## config.mk

```make
export PLATFORM = sky130hd
export DESIGN_NAME = tl_channel_buffer_flat
export DESIGN_NICKNAME = d
export VERILOG_FILES = /design/src/rtl/tl_channel_buffer_pkg.sv /design/src/rtl/tl_channel.sv /design/src/rtl/tl_fifo.sv /design/src/rtl/tl_channel_buffer.sv /design/src/flat_wrapper.sv
export SDC_FILE = /design/constraint.sdc
export NUM_CORES = 1
export LEC_CHECK = 0
export CORE_AREA = 5 5 390 392
export CTS_BUF_LIST = sky130_fd_sc_hd__clkbuf_16
export CTS_CLUSTER_DIAMETER = 40
export CTS_CLUSTER_SIZE = 16
export DETAILED_ROUTE_END_ITERATION = 12
export DIE_AREA = 0 0 395 397
export PLACE_DENSITY = 0.56
export SETUP_SLACK_MARGIN = 0.4
export SLEW_MARGIN = 20
export SYNTH_ARGS = -nofsm -noshare
export SYNTH_HDL_FRONTEND = slang
export SYNTH_SLANG_ARGS = --single-unit
```

## constraint.sdc

```tcl
create_clock -name clk_i -period 11.2 [get_ports clk_i]
set_input_delay 2.24 -clock clk_i [delete_from_list [all_inputs] [get_ports clk_i]]
set_output_delay 2.24 -clock clk_i [all_outputs]
set_load 0.02 [all_outputs]
```

## src/rtl/tl_channel_buffer_pkg.sv

```systemverilog
// Shared constants and sizing helpers for the TileLink per-channel buffer.
package tl_channel_buffer_pkg;
    localparam int OpcodeWidth = 3;
    localparam int ParamWidth  = 3;

    typedef enum logic [2:0] {
        A_PUT_FULL    = 3'd0,
        A_PUT_PARTIAL = 3'd1,
        A_GET         = 3'd4
    } tl_a_op_e;

    // Occupancy counter width; a depth-0 channel still exports one (tied-off) bit.
    function automatic int count_width(input int depth);
        return (depth < 1) ? 1 : $clog2(depth + 1);
    endfunction

    function automatic int ptr_width(input int depth);
        return (depth < 2) ? 1 : $clog2(depth);
    endfunction
endpackage

```

## src/rtl/tl_channel.sv

```systemverilog
// TileLink five-channel bundle; "device" modport faces a host, "host" modport faces a device.
interface tl_channel #(
    parameter int SourceWidth = 1,
    parameter int SinkWidth   = 1,
    parameter int AddrWidth   = 56,
    parameter int DataWidth   = 64,
    parameter int SizeWidth   = 3
) ();
    import tl_channel_buffer_pkg::*;
    localparam int MaskWidth = DataWidth / 8;

    logic                   a_valid, a_ready, a_corrupt;
    logic [OpcodeWidth-1:0] a_opcode;
    logic [ParamWidth-1:0]  a_param;
    logic [SizeWidth-1:0]   a_size;
    logic [SourceWidth-1:0] a_source;
    logic [AddrWidth-1:0]   a_address;
    logic [MaskWidth-1:0]   a_mask;
    logic [DataWidth-1:0]   a_data;

    logic                   b_valid, b_ready, b_corrupt;
    logic [OpcodeWidth-1:0] b_opcode;
    logic [ParamWidth-1:0]  b_param;
    logic [SizeWidth-1:0]   b_size;
    logic [SourceWidth-1:0] b_source;
    logic [AddrWidth-1:0]   b_address;
    logic [MaskWidth-1:0]   b_mask;
    logic [DataWidth-1:0]   b_data;

    logic                   c_valid, c_ready, c_corrupt;
    logic [OpcodeWidth-1:0] c_opcode;
    logic [ParamWidth-1:0]  c_param;
    logic [SizeWidth-1:0]   c_size;
    logic [SourceWidth-1:0] c_source;
    logic [AddrWidth-1:0]   c_address;
    logic [DataWidth-1:0]   c_data;

    logic                   d_valid, d_ready, d_denied, d_corrupt;
    logic [OpcodeWidth-1:0] d_opcode;
    logic [ParamWidth-1:0]  d_param;
    logic [SizeWidth-1:0]   d_size;
    logic [SourceWidth-1:0] d_source;
    logic [SinkWidth-1:0]   d_sink;
    logic [DataWidth-1:0]   d_data;

    logic                   e_valid, e_ready;
    logic [SinkWidth-1:0]   e_sink;

    modport device (
        input  a_valid, a_opcode, a_param, a_size, a_source, a_address, a_mask, a_data, a_corrupt,
        output a_ready,
        output b_valid, b_opcode, b_param, b_size, b_source, b_address, b_mask, b_data, b_corrupt,
        input  b_ready,
        input  c_valid, c_opcode, c_param, c_size, c_source, c_address, c_data, c_corrupt,
        output c_ready,
        output d_valid, d_opcode, d_param, d_size, d_source, d_sink, d_denied, d_data, d_corrupt,
        input  d_ready,
        input  e_valid, e_sink,
        output e_ready
    );

    modport host (
        output a_valid, a_opcode, a_param, a_size, a_source, a_address, a_mask, a_data, a_corrupt,
        input  a_ready,
        input  b_valid, b_opcode, b_param, b_size, b_source, b_address, b_mask, b_data, b_corrupt,
        output b_ready,
        output c_valid, c_opcode, c_param, c_size, c_source, c_address, c_data, c_corrupt,
        input  c_ready,
        input  d_valid, d_opcode, d_param, d_size, d_source, d_sink, d_denied, d_data, d_corrupt,
        output d_ready,
        output e_valid, e_sink,
        input  e_ready
    );
endinterface

```

## src/rtl/tl_fifo.sv

```systemverilog
// Single-channel elastic buffer: passthrough (Depth 0), registered FIFO, or fall-through FIFO.
module tl_fifo
    import tl_channel_buffer_pkg::*;
#(
    parameter int Width       = 8,
    parameter int Depth       = 2,
    parameter int FallThrough = 0
) (
    input  logic                          clk_i,
    input  logic                          rst_i,
    input  logic                          enq_valid,
    output logic                          enq_ready,
    input  logic [Width-1:0]              enq_data,
    output logic                          deq_valid,
    input  logic                          deq_ready,
    output logic [Width-1:0]              deq_data,
    output logic [count_width(Depth)-1:0] count_o
);
    localparam int CW = count_width(Depth);

    if (FallThrough != 0 && Depth == 0) begin : g_bad_cfg
        $fatal(1, "tl_fifo: FallThrough requires Depth >= 1");
    end

    if (Depth == 0) begin : g_wire
        logic unused_clk_rst;
        assign unused_clk_rst = clk_i ^ rst_i;
        assign deq_valid = enq_valid;
        assign enq_ready = deq_ready;
        assign deq_data  = enq_data;
        assign count_o   = '0;
    end else begin : g_buf
        localparam int PW = ptr_width(Depth);
        localparam logic [PW-1:0] LastPtr = PW'(Depth - 1);
        localparam logic [CW-1:0] Full    = CW'(Depth);

        logic [Width-1:0] mem [Depth];
        logic [PW-1:0]    rd_ptr_reg, wr_ptr_reg;
        logic [CW-1:0]    count_reg, count_next;
        logic             ready_reg;
        logic             empty, bypass, wr_en, rd_en;

        // ready_reg is cleared by reset and only rises one cycle later, which also
        // keeps the fall-through path shut for the cycle following reset.
        assign empty     = (count_reg == '0);
        assign bypass    = (FallThrough != 0) && empty;
        assign enq_ready = ready_reg & ~rst_i;
        assign deq_valid = ~rst_i & (empty ? (bypass & enq_valid & ready_reg) : 1'b1);
        assign deq_data  = bypass ? enq_data : mem[rd_ptr_reg];
        assign rd_en     = deq_valid & deq_ready & ~empty;
        assign wr_en     = enq_valid & enq_ready & ~(bypass & deq_ready);
        assign count_o   = rst_i ? '0 : count_reg;

        always_comb begin
            count_next = count_reg;
            if (wr_en && !rd_en) begin
                count_next = count_reg + CW'(1);
            end else if (rd_en && !wr_en) begin
                count_next = count_reg - CW'(1);
            end
        end

        always_ff @(posedge clk_i) begin
            if (rst_i) begin
                rd_ptr_reg <= '0;
                wr_ptr_reg <= '0;
                count_reg  <= '0;
                ready_reg  <= 1'b0;
            end else begin
                count_reg <= count_next;
                ready_reg <= (count_next != Full);
                if (wr_en) begin
                    wr_ptr_reg <= (wr_ptr_reg == LastPtr) ? '0 : wr_ptr_reg + PW'(1);
                end
                if (rd_en) begin
                    rd_ptr_reg <= (rd_ptr_reg == LastPtr) ? '0 : rd_ptr_reg + PW'(1);
                end
            end
        end

        always_ff @(posedge clk_i) begin
            if (wr_en) begin
                mem[wr_ptr_reg] <= enq_data;
            end
        end
    end
endmodule

```

## src/rtl/tl_channel_buffer.sv

```systemverilog
// TileLink link buffer: one tl_fifo per channel, A/C/E host->device and B/D device->host.
module tl_channel_buffer
    import tl_channel_buffer_pkg::*;
#(
    parameter int SourceWidth  = 1,
    parameter int SinkWidth    = 1,
    parameter int AddrWidth    = 56,
    parameter int DataWidth    = 64,
    parameter int SizeWidth    = 3,
    parameter int ADepth       = 2,
    parameter int BDepth       = 2,
    parameter int CDepth       = 2,
    parameter int DDepth       = 2,
    parameter int EDepth       = 2,
    parameter int AFallThrough = 0,
    parameter int BFallThrough = 0,
    parameter int CFallThrough = 0,
    parameter int DFallThrough = 0,
    parameter int EFallThrough = 0
) (
    input  logic                           clk_i,
    input  logic                           rst_i,
    tl_channel.device                      host,
    tl_channel.host                        device,
    output logic [count_width(ADepth)-1:0] a_count_o,
    output logic [count_width(BDepth)-1:0] b_count_o,
    output logic [count_width(CDepth)-1:0] c_count_o,
    output logic [count_width(DDepth)-1:0] d_count_o,
    output logic [count_width(EDepth)-1:0] e_count_o,
    output logic                           idle_o
);
    localparam int MaskWidth = DataWidth / 8;
    localparam int Head      = OpcodeWidth + ParamWidth + SizeWidth + SourceWidth;
    localparam int AWidth    = Head + AddrWidth + MaskWidth + DataWidth + 1;
    localparam int BWidth    = AWidth;
    localparam int CWidth    = Head + AddrWidth + DataWidth + 1;
    localparam int DWidth    = Head + SinkWidth + 1 + DataWidth + 1;
    localparam int EWidth    = SinkWidth;

    logic [AWidth-1:0] a_in, a_out;
    logic [BWidth-1:0] b_in, b_out;
    logic [CWidth-1:0] c_in, c_out;
    logic [DWidth-1:0] d_in, d_out;
    logic [EWidth-1:0] e_in, e_out;

    // Payload is every field except the handshake, packed MSB-first in bundle order.
    assign a_in = {host.a_opcode, host.a_param, host.a_size, host.a_source,
                   host.a_address, host.a_mask, host.a_data, host.a_corrupt};
    assign {device.a_opcode, device.a_param, device.a_size, device.a_source,
            device.a_address, device.a_mask, device.a_data, device.a_corrupt} = a_out;

    assign b_in = {device.b_opcode, device.b_param, device.b_size, device.b_source,
                   device.b_address, device.b_mask, device.b_data, device.b_corrupt};
    assign {host.b_opcode, host.b_param, host.b_size, host.b_source,
            host.b_address, host.b_mask, host.b_data, host.b_corrupt} = b_out;

    assign c_in = {host.c_opcode, host.c_param, host.c_size, host.c_source,
                   host.c_address, host.c_data, host.c_corrupt};
    assign {device.c_opcode, device.c_param, device.c_size, device.c_source,
            device.c_address, device.c_data, device.c_corrupt} = c_out;

    assign d_in = {device.d_opcode, device.d_param, device.d_size, device.d_source,
                   device.d_sink, device.d_denied, device.d_data, device.d_corrupt};
    assign {host.d_opcode, host.d_param, host.d_size, host.d_source,
            host.d_sink, host.d_denied, host.d_data, host.d_corrupt} = d_out;

    assign e_in = host.e_sink;
    assign device.e_sink = e_out;

    tl_fifo #(.Width(AWidth), .Depth(ADepth), .FallThrough(AFallThrough)) u_a (
        .clk_i(clk_i), .rst_i(rst_i),
        .enq_valid(host.a_valid), .enq_ready(host.a_ready), .enq_data(a_in),
        .deq_valid(device.a_valid), .deq_ready(device.a_ready), .deq_data(a_out),
        .count_o(a_count_o)
    );

    tl_fifo #(.Width(BWidth), .Depth(BDepth), .FallThrough(BFallThrough)) u_b (
        .clk_i(clk_i), .rst_i(rst_i),
        .enq_valid(device.b_valid), .enq_ready(device.b_ready), .enq_data(b_in),
        .deq_valid(host.b_valid), .deq_ready(host.b_ready), .deq_data(b_out),
        .count_o(b_count_o)
    );

    tl_fifo #(.Width(CWidth), .Depth(CDepth), .FallThrough(CFallThrough)) u_c (
        .clk_i(clk_i), .rst_i(rst_i),
        .enq_valid(host.c_valid), .enq_ready(host.c_ready), .enq_data(c_in),
        .deq_valid(device.c_valid), .deq_ready(device.c_ready), .deq_data(c_out),
        .count_o(c_count_o)
    );

    tl_fifo #(.Width(DWidth), .Depth(DDepth), .FallThrough(DFallThrough)) u_d (
        .clk_i(clk_i), .rst_i(rst_i),
        .enq_valid(device.d_valid), .enq_ready(device.d_ready), .enq_data(d_in),
        .deq_valid(host.d_valid), .deq_ready(host.d_ready), .deq_data(d_out),
        .count_o(d_count_o)
    );

    tl_fifo #(.Width(EWidth), .Depth(EDepth), .FallThrough(EFallThrough)) u_e (
        .clk_i(clk_i), .rst_i(rst_i),
        .enq_valid(host.e_valid), .enq_ready(host.e_ready), .enq_data(e_in),
        .deq_valid(device.e_valid), .deq_ready(device.e_ready), .deq_data(e_out),
        .count_o(e_count_o)
    );

    assign idle_o = (a_count_o == '0) && (b_count_o == '0) && (c_count_o == '0)
                 && (d_count_o == '0) && (e_count_o == '0);
endmodule
```

## src/flat_wrapper.sv

```systemverilog
// flat-port wrapper written by rule: the top's interface ports become plain ports
module tl_channel_buffer_flat import tl_channel_buffer_pkg::*;
#(
    parameter int SourceWidth  = 1,
    parameter int SinkWidth    = 1,
    parameter int AddrWidth    = 56,
    parameter int DataWidth    = 64,
    parameter int SizeWidth    = 3,
    parameter int ADepth       = 2,
    parameter int BDepth       = 2,
    parameter int CDepth       = 2,
    parameter int DDepth       = 2,
    parameter int EDepth       = 2,
    parameter int AFallThrough = 0,
    parameter int BFallThrough = 0,
    parameter int CFallThrough = 0,
    parameter int DFallThrough = 0,
    parameter int EFallThrough = 0
)
  (clk_i, rst_i, a_count_o, b_count_o, c_count_o, d_count_o, e_count_o, idle_o, host_a_valid, host_a_opcode, host_a_param, host_a_size, host_a_source, host_a_address, host_a_mask, host_a_data, host_a_corrupt, host_a_ready, host_b_valid, host_b_opcode, host_b_param, host_b_size, host_b_source, host_b_address, host_b_mask, host_b_data, host_b_corrupt, host_b_ready, host_c_valid, host_c_opcode, host_c_param, host_c_size, host_c_source, host_c_address, host_c_data, host_c_corrupt, host_c_ready, host_d_valid, host_d_opcode, host_d_param, host_d_size, host_d_source, host_d_sink, host_d_denied, host_d_data, host_d_corrupt, host_d_ready, host_e_valid, host_e_sink, host_e_ready, device_a_valid, device_a_opcode, device_a_param, device_a_size, device_a_source, device_a_address, device_a_mask, device_a_data, device_a_corrupt, device_a_ready, device_b_valid, device_b_opcode, device_b_param, device_b_size, device_b_source, device_b_address, device_b_mask, device_b_data, device_b_corrupt, device_b_ready, device_c_valid, device_c_opcode, device_c_param, device_c_size, device_c_source, device_c_address, device_c_data, device_c_corrupt, device_c_ready, device_d_valid, device_d_opcode, device_d_param, device_d_size, device_d_source, device_d_sink, device_d_denied, device_d_data, device_d_corrupt, device_d_ready, device_e_valid, device_e_sink, device_e_ready);
  tl_channel #(.SourceWidth(SourceWidth), .SinkWidth(SinkWidth), .AddrWidth(AddrWidth), .DataWidth(DataWidth), .SizeWidth(SizeWidth)) host_i ();
  tl_channel #(.SourceWidth(SourceWidth), .SinkWidth(SinkWidth), .AddrWidth(AddrWidth), .DataWidth(DataWidth), .SizeWidth(SizeWidth)) device_i ();
  input  logic clk_i;
  input  logic rst_i;
  output logic [count_width(ADepth)-1:0] a_count_o;
  output logic [count_width(BDepth)-1:0] b_count_o;
  output logic [count_width(CDepth)-1:0] c_count_o;
  output logic [count_width(DDepth)-1:0] d_count_o;
  output logic [count_width(EDepth)-1:0] e_count_o;
  output logic idle_o;
  input wire logic [$bits(host_i.a_valid)-1:0] host_a_valid;
  input wire logic [$bits(host_i.a_opcode)-1:0] host_a_opcode;
  input wire logic [$bits(host_i.a_param)-1:0] host_a_param;
  input wire logic [$bits(host_i.a_size)-1:0] host_a_size;
  input wire logic [$bits(host_i.a_source)-1:0] host_a_source;
  input wire logic [$bits(host_i.a_address)-1:0] host_a_address;
  input wire logic [$bits(host_i.a_mask)-1:0] host_a_mask;
  input wire logic [$bits(host_i.a_data)-1:0] host_a_data;
  input wire logic [$bits(host_i.a_corrupt)-1:0] host_a_corrupt;
  output wire logic [$bits(host_i.a_ready)-1:0] host_a_ready;
  output wire logic [$bits(host_i.b_valid)-1:0] host_b_valid;
  output wire logic [$bits(host_i.b_opcode)-1:0] host_b_opcode;
  output wire logic [$bits(host_i.b_param)-1:0] host_b_param;
  output wire logic [$bits(host_i.b_size)-1:0] host_b_size;
  output wire logic [$bits(host_i.b_source)-1:0] host_b_source;
  output wire logic [$bits(host_i.b_address)-1:0] host_b_address;
  output wire logic [$bits(host_i.b_mask)-1:0] host_b_mask;
  output wire logic [$bits(host_i.b_data)-1:0] host_b_data;
  output wire logic [$bits(host_i.b_corrupt)-1:0] host_b_corrupt;
  input wire logic [$bits(host_i.b_ready)-1:0] host_b_ready;
  input wire logic [$bits(host_i.c_valid)-1:0] host_c_valid;
  input wire logic [$bits(host_i.c_opcode)-1:0] host_c_opcode;
  input wire logic [$bits(host_i.c_param)-1:0] host_c_param;
  input wire logic [$bits(host_i.c_size)-1:0] host_c_size;
  input wire logic [$bits(host_i.c_source)-1:0] host_c_source;
  input wire logic [$bits(host_i.c_address)-1:0] host_c_address;
  input wire logic [$bits(host_i.c_data)-1:0] host_c_data;
  input wire logic [$bits(host_i.c_corrupt)-1:0] host_c_corrupt;
  output wire logic [$bits(host_i.c_ready)-1:0] host_c_ready;
  output wire logic [$bits(host_i.d_valid)-1:0] host_d_valid;
  output wire logic [$bits(host_i.d_opcode)-1:0] host_d_opcode;
  output wire logic [$bits(host_i.d_param)-1:0] host_d_param;
  output wire logic [$bits(host_i.d_size)-1:0] host_d_size;
  output wire logic [$bits(host_i.d_source)-1:0] host_d_source;
  output wire logic [$bits(host_i.d_sink)-1:0] host_d_sink;
  output wire logic [$bits(host_i.d_denied)-1:0] host_d_denied;
  output wire logic [$bits(host_i.d_data)-1:0] host_d_data;
  output wire logic [$bits(host_i.d_corrupt)-1:0] host_d_corrupt;
  input wire logic [$bits(host_i.d_ready)-1:0] host_d_ready;
  input wire logic [$bits(host_i.e_valid)-1:0] host_e_valid;
  input wire logic [$bits(host_i.e_sink)-1:0] host_e_sink;
  output wire logic [$bits(host_i.e_ready)-1:0] host_e_ready;
  output wire logic [$bits(device_i.a_valid)-1:0] device_a_valid;
  output wire logic [$bits(device_i.a_opcode)-1:0] device_a_opcode;
  output wire logic [$bits(device_i.a_param)-1:0] device_a_param;
  output wire logic [$bits(device_i.a_size)-1:0] device_a_size;
  output wire logic [$bits(device_i.a_source)-1:0] device_a_source;
  output wire logic [$bits(device_i.a_address)-1:0] device_a_address;
  output wire logic [$bits(device_i.a_mask)-1:0] device_a_mask;
  output wire logic [$bits(device_i.a_data)-1:0] device_a_data;
  output wire logic [$bits(device_i.a_corrupt)-1:0] device_a_corrupt;
  input wire logic [$bits(device_i.a_ready)-1:0] device_a_ready;
  input wire logic [$bits(device_i.b_valid)-1:0] device_b_valid;
  input wire logic [$bits(device_i.b_opcode)-1:0] device_b_opcode;
  input wire logic [$bits(device_i.b_param)-1:0] device_b_param;
  input wire logic [$bits(device_i.b_size)-1:0] device_b_size;
  input wire logic [$bits(device_i.b_source)-1:0] device_b_source;
  input wire logic [$bits(device_i.b_address)-1:0] device_b_address;
  input wire logic [$bits(device_i.b_mask)-1:0] device_b_mask;
  input wire logic [$bits(device_i.b_data)-1:0] device_b_data;
  input wire logic [$bits(device_i.b_corrupt)-1:0] device_b_corrupt;
  output wire logic [$bits(device_i.b_ready)-1:0] device_b_ready;
  output wire logic [$bits(device_i.c_valid)-1:0] device_c_valid;
  output wire logic [$bits(device_i.c_opcode)-1:0] device_c_opcode;
  output wire logic [$bits(device_i.c_param)-1:0] device_c_param;
  output wire logic [$bits(device_i.c_size)-1:0] device_c_size;
  output wire logic [$bits(device_i.c_source)-1:0] device_c_source;
  output wire logic [$bits(device_i.c_address)-1:0] device_c_address;
  output wire logic [$bits(device_i.c_data)-1:0] device_c_data;
  output wire logic [$bits(device_i.c_corrupt)-1:0] device_c_corrupt;
  input wire logic [$bits(device_i.c_ready)-1:0] device_c_ready;
  input wire logic [$bits(device_i.d_valid)-1:0] device_d_valid;
  input wire logic [$bits(device_i.d_opcode)-1:0] device_d_opcode;
  input wire logic [$bits(device_i.d_param)-1:0] device_d_param;
  input wire logic [$bits(device_i.d_size)-1:0] device_d_size;
  input wire logic [$bits(device_i.d_source)-1:0] device_d_source;
  input wire logic [$bits(device_i.d_sink)-1:0] device_d_sink;
  input wire logic [$bits(device_i.d_denied)-1:0] device_d_denied;
  input wire logic [$bits(device_i.d_data)-1:0] device_d_data;
  input wire logic [$bits(device_i.d_corrupt)-1:0] device_d_corrupt;
  output wire logic [$bits(device_i.d_ready)-1:0] device_d_ready;
  output wire logic [$bits(device_i.e_valid)-1:0] device_e_valid;
  output wire logic [$bits(device_i.e_sink)-1:0] device_e_sink;
  input wire logic [$bits(device_i.e_ready)-1:0] device_e_ready;
  assign host_i.a_valid = host_a_valid;
  assign host_i.a_opcode = host_a_opcode;
  assign host_i.a_param = host_a_param;
  assign host_i.a_size = host_a_size;
  assign host_i.a_source = host_a_source;
  assign host_i.a_address = host_a_address;
  assign host_i.a_mask = host_a_mask;
  assign host_i.a_data = host_a_data;
  assign host_i.a_corrupt = host_a_corrupt;
  assign host_a_ready = host_i.a_ready;
  assign host_b_valid = host_i.b_valid;
  assign host_b_opcode = host_i.b_opcode;
  assign host_b_param = host_i.b_param;
  assign host_b_size = host_i.b_size;
  assign host_b_source = host_i.b_source;
  assign host_b_address = host_i.b_address;
  assign host_b_mask = host_i.b_mask;
  assign host_b_data = host_i.b_data;
  assign host_b_corrupt = host_i.b_corrupt;
  assign host_i.b_ready = host_b_ready;
  assign host_i.c_valid = host_c_valid;
  assign host_i.c_opcode = host_c_opcode;
  assign host_i.c_param = host_c_param;
  assign host_i.c_size = host_c_size;
  assign host_i.c_source = host_c_source;
  assign host_i.c_address = host_c_address;
  assign host_i.c_data = host_c_data;
  assign host_i.c_corrupt = host_c_corrupt;
  assign host_c_ready = host_i.c_ready;
  assign host_d_valid = host_i.d_valid;
  assign host_d_opcode = host_i.d_opcode;
  assign host_d_param = host_i.d_param;
  assign host_d_size = host_i.d_size;
  assign host_d_source = host_i.d_source;
  assign host_d_sink = host_i.d_sink;
  assign host_d_denied = host_i.d_denied;
  assign host_d_data = host_i.d_data;
  assign host_d_corrupt = host_i.d_corrupt;
  assign host_i.d_ready = host_d_ready;
  assign host_i.e_valid = host_e_valid;
  assign host_i.e_sink = host_e_sink;
  assign host_e_ready = host_i.e_ready;
  assign device_a_valid = device_i.a_valid;
  assign device_a_opcode = device_i.a_opcode;
  assign device_a_param = device_i.a_param;
  assign device_a_size = device_i.a_size;
  assign device_a_source = device_i.a_source;
  assign device_a_address = device_i.a_address;
  assign device_a_mask = device_i.a_mask;
  assign device_a_data = device_i.a_data;
  assign device_a_corrupt = device_i.a_corrupt;
  assign device_i.a_ready = device_a_ready;
  assign device_i.b_valid = device_b_valid;
  assign device_i.b_opcode = device_b_opcode;
  assign device_i.b_param = device_b_param;
  assign device_i.b_size = device_b_size;
  assign device_i.b_source = device_b_source;
  assign device_i.b_address = device_b_address;
  assign device_i.b_mask = device_b_mask;
  assign device_i.b_data = device_b_data;
  assign device_i.b_corrupt = device_b_corrupt;
  assign device_b_ready = device_i.b_ready;
  assign device_c_valid = device_i.c_valid;
  assign device_c_opcode = device_i.c_opcode;
  assign device_c_param = device_i.c_param;
  assign device_c_size = device_i.c_size;
  assign device_c_source = device_i.c_source;
  assign device_c_address = device_i.c_address;
  assign device_c_data = device_i.c_data;
  assign device_c_corrupt = device_i.c_corrupt;
  assign device_i.c_ready = device_c_ready;
  assign device_i.d_valid = device_d_valid;
  assign device_i.d_opcode = device_d_opcode;
  assign device_i.d_param = device_d_param;
  assign device_i.d_size = device_d_size;
  assign device_i.d_source = device_d_source;
  assign device_i.d_sink = device_d_sink;
  assign device_i.d_denied = device_d_denied;
  assign device_i.d_data = device_d_data;
  assign device_i.d_corrupt = device_d_corrupt;
  assign device_d_ready = device_i.d_ready;
  assign device_e_valid = device_i.e_valid;
  assign device_e_sink = device_i.e_sink;
  assign device_i.e_ready = device_e_ready;
  tl_channel_buffer #(.SourceWidth(SourceWidth), .SinkWidth(SinkWidth), .AddrWidth(AddrWidth), .DataWidth(DataWidth), .SizeWidth(SizeWidth), .ADepth(ADepth), .BDepth(BDepth), .CDepth(CDepth), .DDepth(DDepth), .EDepth(EDepth), .AFallThrough(AFallThrough), .BFallThrough(BFallThrough), .CFallThrough(CFallThrough), .DFallThrough(DFallThrough), .EFallThrough(EFallThrough)) u_core (.clk_i(clk_i), .rst_i(rst_i), .host(host_i), .device(device_i), .a_count_o(a_count_o), .b_count_o(b_count_o), .c_count_o(c_count_o), .d_count_o(d_count_o), .e_count_o(e_count_o), .idle_o(idle_o));
endmodule
```

**Word level (Yosys, flattened, before mapping)**

Memories as Yosys holds them, arrays and structs flattened. A register that Yosys moved wholly into a read port is not among the register bits.
Index checks and enable logic that the tools add are counted.

- Memories kept: 5
- Register bits after elaboration: 25
- Output and inout port bits: 508
- Logic and storage cells: 165
- Bits in writable memories: 974

Memory list:

| name | depth | bits a word | rd ports | clocked after Yosys merged registers in | wr ports | line | text |
|---|---|---|---|---|---|---|---|
| u_core.u_a.g_buf.mem | 2 | 139 | 1 | 1 | 1 | tl_fifo.sv:37 | `logic [Width-1:0] mem [Depth];` |
| u_core.u_b.g_buf.mem | 2 | 139 | 1 | 1 | 1 | tl_fifo.sv:37 |  |
| u_core.u_c.g_buf.mem | 2 | 131 | 1 | 1 | 1 | tl_fifo.sv:37 |  |
| u_core.u_d.g_buf.mem | 2 | 77 | 1 | 1 | 1 | tl_fifo.sv:37 |  |
| u_core.u_e.g_buf.mem | 2 | 1 | 1 | 1 | 1 | tl_fifo.sv:37 |  |

- Eq/ne operators: 5
- Bitwise operators: 31
- Muxes and demuxes: 50
- Add/sub/neg operators: 20
- Reductions and logical operators: 34

Operators with widths:

| cell | count |
|---|---|
| 1-bit 2-to-1 mux | 35 |
| 2-bit 2-to-1 mux | 15 |
| 1-bit bitwise AND | 25 |
| 2-bit zero test | 10 |
| 1-bit logical AND | 14 |
| 1-bit adder (second input constant) | 10 |
| 2-bit by 1-bit adder with 2-bit output (second input constant) | 5 |
| 1-bit zero test | 10 |
| 2-bit inequality test (second input constant) | 5 |
| 2-bit by 1-bit subtractor with 2-bit output (second input constant) | 5 |
| 1-bit inverter | 6 |

**Longest topological paths before layout**

Gate-level depths: netlist of the first run.

- Depth in word-level cells: 9
- Gate-level depth with buffers: 7

**By module**

From an unflattened synthesis of the first run, not the netlist that was laid out.

- Cells, all modules: 1706
- Area total of the unflattened synthesis: 37189.4 µm²

By module, submodules not included:

| module | cells each | instances | area an instance (µm²) | seq. area each (µm²) |
|---|---|---|---|---|
| tl_fifo at u_core.u_a | 472 | 1 | 10378.7 | 8468.1 |
| tl_fifo at u_core.u_b | 466 | 1 | 10306.1 | 8468.1 |
| tl_fifo at u_core.u_c | 448 | 1 | 10178.5 | 7987.7 |
| tl_fifo at u_core.u_d | 274 | 1 | 5870.6 | 4744.6 |
| tl_fifo at u_core.u_e | 43 | 1 | 427.9 | 180.2 |
| tl_channel_buffer | 3 | 1 | 27.5 | 0.0 |

**Least setup slack after synthesis of the first run**

Ideal clock, no wire load.

- Path type: input -> register
- From: in rst_i
- To: mem u_core.u_a.g_buf.mem[0][0] in the netlist's numbering (enable)
- Library setup time: 0.641 ns
- Slack: 2.062 ns
- Data arrival time: 8.497 ns
- Cell stages on the path: 4
- Cells stage by stage: buf_4 -> nand3b_4 -> buf_6 -> nor2_1

- Cells in the longest elaborated chain, start to end: 5

Ends and longest elaborated chain:

| what | line | text |
|---|---|---|
| from (decl) | flat_wrapper.sv:24 | `input logic rst_i;` |
| 1-bit inverter | tl_fifo.sv:47 | `assign enq_ready = ready_reg & ~rst_i;` |
| 1-bit bitwise AND | tl_fifo.sv:47 |  |
| 1-bit bitwise AND | tl_fifo.sv:51 | `assign wr_en = enq_valid & enq_ready & ~(bypass & deq_ready);` |
| 1-bit 2-to-1 mux | tl_fifo.sv:82 | `if (wr_en) begin` |
| 1-bit 2-to-1 mux (not written as such) | tl_fifo.sv:83 | `mem[wr_ptr_reg] <= enq_data;` |
| to (decl) | tl_fifo.sv:37 |  |

Every way passes these cells.

**Worst setup path after layout of the first run**

- From: in rst_i
- To: out idle_o

- Cells in the longest elaborated chain, start to end: 6

Ends and longest elaborated chain:

| what | line | text |
|---|---|---|
| 2-bit 2-to-1 mux | tl_fifo.sv:52 | `assign count_o = rst_i ? '0 : count_reg;` |
| 2-bit zero test | tl_channel_buffer.sv:105 | `assign idle_o = (a_count_o == '0) && (b_count_o == '0) && (c_count_o == '0)` |
| 1-bit logical AND (2 in a row) | tl_channel_buffer.sv:105 |  |
| 1-bit logical AND | tl_channel_buffer.sv:106 | `&& (d_count_o == '0) && (e_count_o == '0);` |
| 1-bit logical AND (*) | tl_channel_buffer.sv:106 |  |
| to (decl) | flat_wrapper.sv:30 | `output logic idle_o;` |

Mark *: on every way between the ends. The rest lies on a longest branch, timed or not.

==> metrics, run 1 <==
outcome=finished, final reports clean; Commonest cells post-synth=edfxtp_1, mux2_2, nor2_1; crit path capture=idle_o; Routed Antenna Nets=0; sequential cell area fraction in the yosys report=between 80% and 90%; Synth top area share=79.8%; Synthesis Warnings=0; vias=20018; Critical Path Source Type=input pin; minimum clock period=6.29 ns; final setup TNS=0 ns; critical path arrival=between 4 and 5 ns; Main synth FF type=edfxtp_1; FP Rows=142; Psw=2.27 mW; All-Layer GR Usage=13.2%; Rel. slew slack=32.1%; top-level port count=1007; Clock Sinks=roughly 1000; Peak Freq=0.159 GHz; synth top area cells=edfxtp_1, mux2_2, dfxtp_1; largest net degree at the start of global routing=128; DRT iter0 DRCs=roughly 1000; Slew Viols, Final=0; Syn Nets=around 2200; worst r2r src=u_core.u_a.g_buf.ready_reg; hpwl dp=77300 um; fin crit share=56.2%; Crit Path Max Fanout=44; CP Launch Point=rst_i; initial antenna violation count=32; Crit. End Element=output pin; vias in the first global route=roughly 21000; Power Dens Cells=183 mW/mm^2; CP required=roughly 9 ns; final setup fails=0; Clock Latency Late Sink=0.74 ns; grt total ovfl=0; first-pass GRT wire length=149000 um; cts hold-fix bufs=0; Num CTS Buffers=149; post-synthesis cell count=1716; Crit Path Category=in -> out; drt wl/cell=22.1 um; initial core utilization=between 20% and 30%; core area=0.149 mm^2; ratio of cells with drive above 1 in the final layout=a little over a quarter; die area=0.157 mm^2; clk slew on worst S/H paths=0.05 ns; Die Wd=395 um; Max Cap Viol=0; HP Class=reg -> reg; Net count, final=3333; vias per cell=4.07; Netlist Area Pre-Place=0.0367 mm^2; Layout Cells excl Fill=4913; Final Skew=0.0279 ns; Comb power frac=under 10%; Post-CTS Setup Bufs=0; CTS tree=built; cell with the most instances after synthesis=edfxtp_1; Clk pwr share=47.4%; Sequential Power Share=42.9%; ys async rst share=0%; Fill cells=around 14000; Net Sw Frac=22.9%; worst-margin pin slew=1.02 ns; synthesis-to-layout area growth=48.3%; Avg Inst Size Synth=21.4 um^2; die height=approximately 400 um; Register Area=0.0299 mm^2; clk buf depth=3; Worst VDD drop=roughly 130 uV; number of gates resized after CTS=0; clk root buf=clkbuf_16; Reg2Reg Depth=4; r2r endpoint=u_core.u_a.g_buf.mem[1][97]; leakage power=17.8 nW; PortBufs=between 1000 and 1500; Int Power=7.66 mW; Multi-input gate area=about 0.0065 mm^2; Yosys reg bits=~1000; DR pass1 iterations=5; # DRC=0; Hold Violations, Final=0; final worst slack=4.91 ns; R2R setup slack=~7.8 ns; RSZ-0062 raised after global routing=false; post-placement cell count=4621; pre-CTS setup slack=around 4.7 ns; Post-Route WL=approximately 110000 um; largest area contributor in the netlist=edfxtp_1; number of synthesized flops with an enable pin=between 900 and 1000; biggest registers after layout=u_core.u_a.g_buf.mem: 278 flops, u_core.u_b.g_buf.mem: 278 flops, u_core.u_c.g_buf.mem: 262 flops; H-tree levels=4; Netlist cell types=33; routability cong.=0.784
-- power by group through the flow --
stage	clock network, mW	logic [mW]	registers [mW]
floorplan	0	0.421	4.34
global placement	0	0.959	4.34
detailed placement	0	0.963	4.35
CTS	4.84	0.970	4.27
global route	5.02	1.01	4.27
finish	4.71	0.959	4.27
-- kinds of logic (layout without fill, tap and decap cells) --
family | Yosys count | count (layout) | share of synthesized area, %
xor gates and xnor gates | 20 | 20 | 0.478
and+or+nand+nor | 84 | 84 | 1.22
adders and majority gates | 5 | 5 | 0.171
AOI/OAI and AO/OA | 26 | 26 | 0.522
buffers and inverters | 86 | 1320 | 1.12
DFF | 1004 | 1004 | 81.4
muxes | 491 | 491 | 15.1
other | 0 | 19 | 0
-- how the worst min path moves through the flow --
stage | start | endpoint | slack, ns | cells past startpoint
finish | u_core.u_b.g_buf.rd_ptr_reg | register | 0.51 | 2
global route | u_core.u_b.g_buf.rd_ptr_reg | register | 0.53 | 2
CTS | u_core.u_b.g_buf.rd_ptr_reg | register | 0.51 | 2
detailed placement | u_core.u_c.g_buf.rd_ptr_reg | register | 0.49 | 2
global placement | u_core.u_c.g_buf.rd_ptr_reg | register | 0.48 | 2
floorplan | u_core.u_d.g_buf.rd_ptr_reg | register | 0.47 | 2
-- per-stage QoR --
step | util [%] | hold WS [ns] | total power, mW | cell area [um^2]
final | 36.6 | 0.506 | 9.93 | 54400
after global routing | 36.6 | 0.531 | 10.3 | 54400
after CTS | 36.6 | 0.513 | 10.1 | 54300
after detailed placement | 33.1 | 0.494 | 5.31 | 49100
after global placement | 33.0 | 0.485 | 5.30 | 49100
after floorplan | - | 0.472 | 4.76 | 36700
-- cells in the final DEF, fill, tap and decap left out, types with 17 or more instances in the layout --
cell                n
clkinv_4           17
inv_1              29
clkdlybuf4s50_1  1005
clkbuf_16         152
bufinv_16          18
clkinvlp_4         18
nor2_1             45
diode_2            19
buf_4              18
mux2_2            488
clkinv_2           18
dfxtp_1            26
edfxtp_1          974
-- worst max-delay path, stage by stage --
cell	delay (ns)
buf_4	0.45
buf_4	0.43
a41o_1	0.24
clkdlybuf4s50_1	0.65
-- routing by layer --
layer	share of wire [%]	vias to the layer above	track usage [%]
li1	-	9082	-
met1	37	9985	14.2
met2	51	745	23.1
met3	8.9	188	5.55
met4	2.9	18	5.10
met5	0.12	-	0
-- area by class of cell --
| class | count | area share [%] |
|---|---|---|
| Antenna cell | 19 | 0.0874 |
| Clock buffer | 152 | 7.00 |
| Clock inverter | 120 | 2.52 |
| Inverter | 19 | 0.131 |
| Multi-Input combinational cell | 626 | 11.9 |
| Sequential cell | 1004 | 54.9 |
| Tap cell | 1944 | 4.47 |
| Timing Repair Buffer | 1029 | 19.0 |
Power figures use the tool's default switching activity.
==> run 2: changes to the inputs <==
==> constraint.sdc (replaced) <==
create_clock -name clk_i -period 5.95 [get_ports clk_i]
set_input_delay 1.19 -clock clk_i [delete_from_list [all_inputs] [get_ports clk_i]]
set_output_delay 1.19 -clock clk_i [all_outputs]
set_load 0.02 [all_outputs]
==> run 2 against run 1 <==
Net effect:
- register-to-register slack lost 4.4 ns
- clock power up 85%
- global-route usage is 1.0 points higher
- non-clock buffer count increased by 6
- sequential power is 88% higher
- die area is the same
- critical path depth is 1 lower
- count of clock-buffer cells in the layout unchanged
- clock skew increased by 0.021 ns
- cell count increased by 0.14%
- final area hardly changed
- combinational power increased by 92%
- critical endpoint is now device_a_address[14]
- largest power group unchanged
==> metrics, run 2 (synthesis gave the netlist of run 1 again) <==
Clk pwr share=46.8% (-0.6 points); r2r endpoint=u_core.u_b.g_buf.mem[0][71]; routability cong.=0.857 (+9.3%); Hold Path Depth=2 (unchanged); # DRC=0 (unchanged); minimum clock period=4.36 ns; Clock Latency Late Sink=0.75 ns (about the same); vias per cell=4.16 (+2.2%); Die Wd=395 um (unchanged); Worst VDD drop=306 uV (+140%); DR pass1 iterations=7 (+2); Routed Antenna Nets=0 (unchanged); die height=397 um (unchanged); core area=0.149 mm^2 (unchanged); die area=0.157 mm^2 (unchanged); hold endpoint=u_core.u_a.g_buf.rd_ptr_reg; drt wl/cell=23.8 um (+7.8%); vias=20484 (+2.3%); Reg2Reg Depth=3 (-1); post-layout util=36.6% (about the same); final setup TNS=0 ns (unchanged); vias in the first global route=21324 (+1.1%); Net Sw Frac=23.6% (+0.68 points); ratio of cells with drive above 1 in the final layout=26.1% (-0.23 points); biggest registers after layout=u_core.u_a.g_buf.mem: 278 flops, u_core.u_b.g_buf.mem: 278 flops, u_core.u_c.g_buf.mem: 262 flops; clk root buf=clkbuf_16; leakage power=17.8 nW (+0.27%); Final Skew=0.0488 ns (+0.0209 ns); crit-path cells=buf_12, mux2_2, clkdlybuf4s50_1; hpwl dp=86000 um (+11%); HP Class=reg -> reg; Psw=4.38 mW (+93%); CP max stage cell=dfxtp_4; Int Power=14.2 mW (+86%); commonest cells after routing, fill and taps aside=clkdlybuf4s50_1, edfxtp_1, mux2_2, clkbuf_16, nor2_1; Crit Path Category=reg -> out; Critical Path Max Stage Delay=0.79 ns (+0.14 ns); Num CTS Buffers=152 (+2.0%); number of gates resized after CTS=0 (unchanged); Hold Violations, Final=0 (unchanged); Clock Sinks=1004 (unchanged); cts hold-fix bufs=0 (unchanged); DRT iter0 DRCs=1158 (+14%); Rel. slew slack=26.2% (-5.9 points); Net count, final=3342 (+0.27%); first-pass GRT wire length=160000 um (+6.9%); Power Dens Cells=342 mW/mm^2 (+87%); clk slew on worst S/H paths=0.05 ns (about the same); FP Rows=142 (unchanged); worst-margin pin slew=1.11 ns (+0.0887 ns); Slew Viols, Final=0 (unchanged); Post-CTS Setup Bufs=0 (unchanged); Crit. End Element=output pin; initial antenna violation count=24 (-25%); All-Layer GR Usage=14.3% (+1.0 points); R2R setup slack=3.39 ns (-4.45 ns); synthesis-to-layout area growth=48.5% (about the same); CP required=4.76 ns (-4.20 ns); outcome=finished, final reports clean; Crit Path Max Fanout=95 (+120%); Post-Route WL=117000 um (+7.9%); clk buf depth=3 (unchanged); placed cell areas=0.0493 mm^2 (+0.34%); Comb power frac=9.9% (+0.2 points); grt total ovfl=0 (unchanged); largest net degree at the start of global routing=134 (+4.7%); Hold Startpoint=u_core.u_a.g_buf.rd_ptr_reg; Max Cap Viol=0 (unchanged); CTS tree=built; worst r2r src=u_core.u_b.g_buf.ready_reg; top-level port count=1007 (unchanged); design area=0.0544 mm^2 (about the same); RSZ-0062 raised after global routing=false; fin crit share=around 73%; PortBufs=1006 (unchanged); commonest non-fill, non-tap cell in the layout=clkdlybuf4s50_1; H-tree levels=4 (unchanged); post-placement cell count=4628 (+0.15%); final setup fails=0 (unchanged); Peak Freq=between 0.2 and 0.25 GHz; critical path arrival=3.17 ns (-0.88 ns); Critical Path Source Type=register; Layout Cells excl Fill=4920 (+0.14%); Sequential Power Share=43.2% (+0.3 points); initial core utilization=24.7% (unchanged)
[run 2: changes by cell type in the layout (fill, tap and decap cells not counted)]
cell	change
clkinv_2	-2
clkinv_4	-8
inv_1	+10
inv_6	+1
clkinv_16	+1
buf_4	-3
clkinv_8	+2
buf_16	-1
bufinv_16	-5
diode_2	-7
buf_6	+1
buf_12	+9
inv_8	+2
clkinv_1	+7
[run 2: cell type report]
| type | instances | area (um^2) |
|---|---|---|
| diodes | 12 | 30.0 |
| multi-input cells | 626 | 6460 |
| clock buffers | 152 | 3800 |
| fillers | 13852 | 94100 |
| clock inverters | 128 | 1300 |
| well taps | 1944 | 2430 |
| flip-flops and latches | 1004 | 29900 |
| repair buffers | 1035 | 10500 |
| inverters | 19 | 71.3 |
[run 2: per-stage QoR]
| stage | hold slack [ns] | power, mW | setup slack [ns] |
|---|---|---|---|
| 5_1_grt | 0.530 | 19.3 | 1.44 |
| 2_1_floorplan | 0.472 | 8.94 | 0.471 |
| 3_3_place_gp | 0.490 | 10.0 | 1.94 |
| 4_1_cts | 0.506 | 18.9 | 1.49 |
| 6_report | 0.501 | 18.6 | 1.59 |
| 3_5_place_dp | 0.491 | 10.0 | 1.94 |
[run 2: metal layers]
metal / part of all wire [%] / vias to the layer above / routed length, um / track usage [%]
met3: 9.2 / 187 / 10800 / 6.03
met1: 39 / 10384 / 45200 / 16.3
met2: 50 / 805 / 58300 / 24.3
li1: - / 9104 / - / -
met5: 0.022 / - / 26 / 0
met4: 2.5 / 4 / 2920 / 4.45
[run 2: worst max-delay path by stage]
stage | cells after the start | end | slack (ns)
CTS | 3 | device_a_address[11] | 1.49
finish | 3 | device_a_address[14] | 1.59
global route | 3 | device_a_corrupt | 1.44
detailed placement | 4 | device_d_ready | 1.94
floorplan | 4 | u_core.u_c.g_buf.mem[1][0] | 0.47
global placement | 4 | device_d_ready | 1.94
[run 2: power by group through the flow]
stage	Clock [mW]	Combinational, mW	Sequential, mW
CTS	8.96	1.87	8.05
global route	9.28	1.93	8.05
floorplan	0	0.795	8.15
detailed placement	0	1.86	8.19
finish	8.71	1.84	8.04
global placement	0	1.85	8.18
[run 2: worst max-delay path: cells and delay by family, from the launching register on]
family	cells	cell delay [ns]
muxes	1	0.40
buffers and inverters	2	1.08
DFF	1	0.79
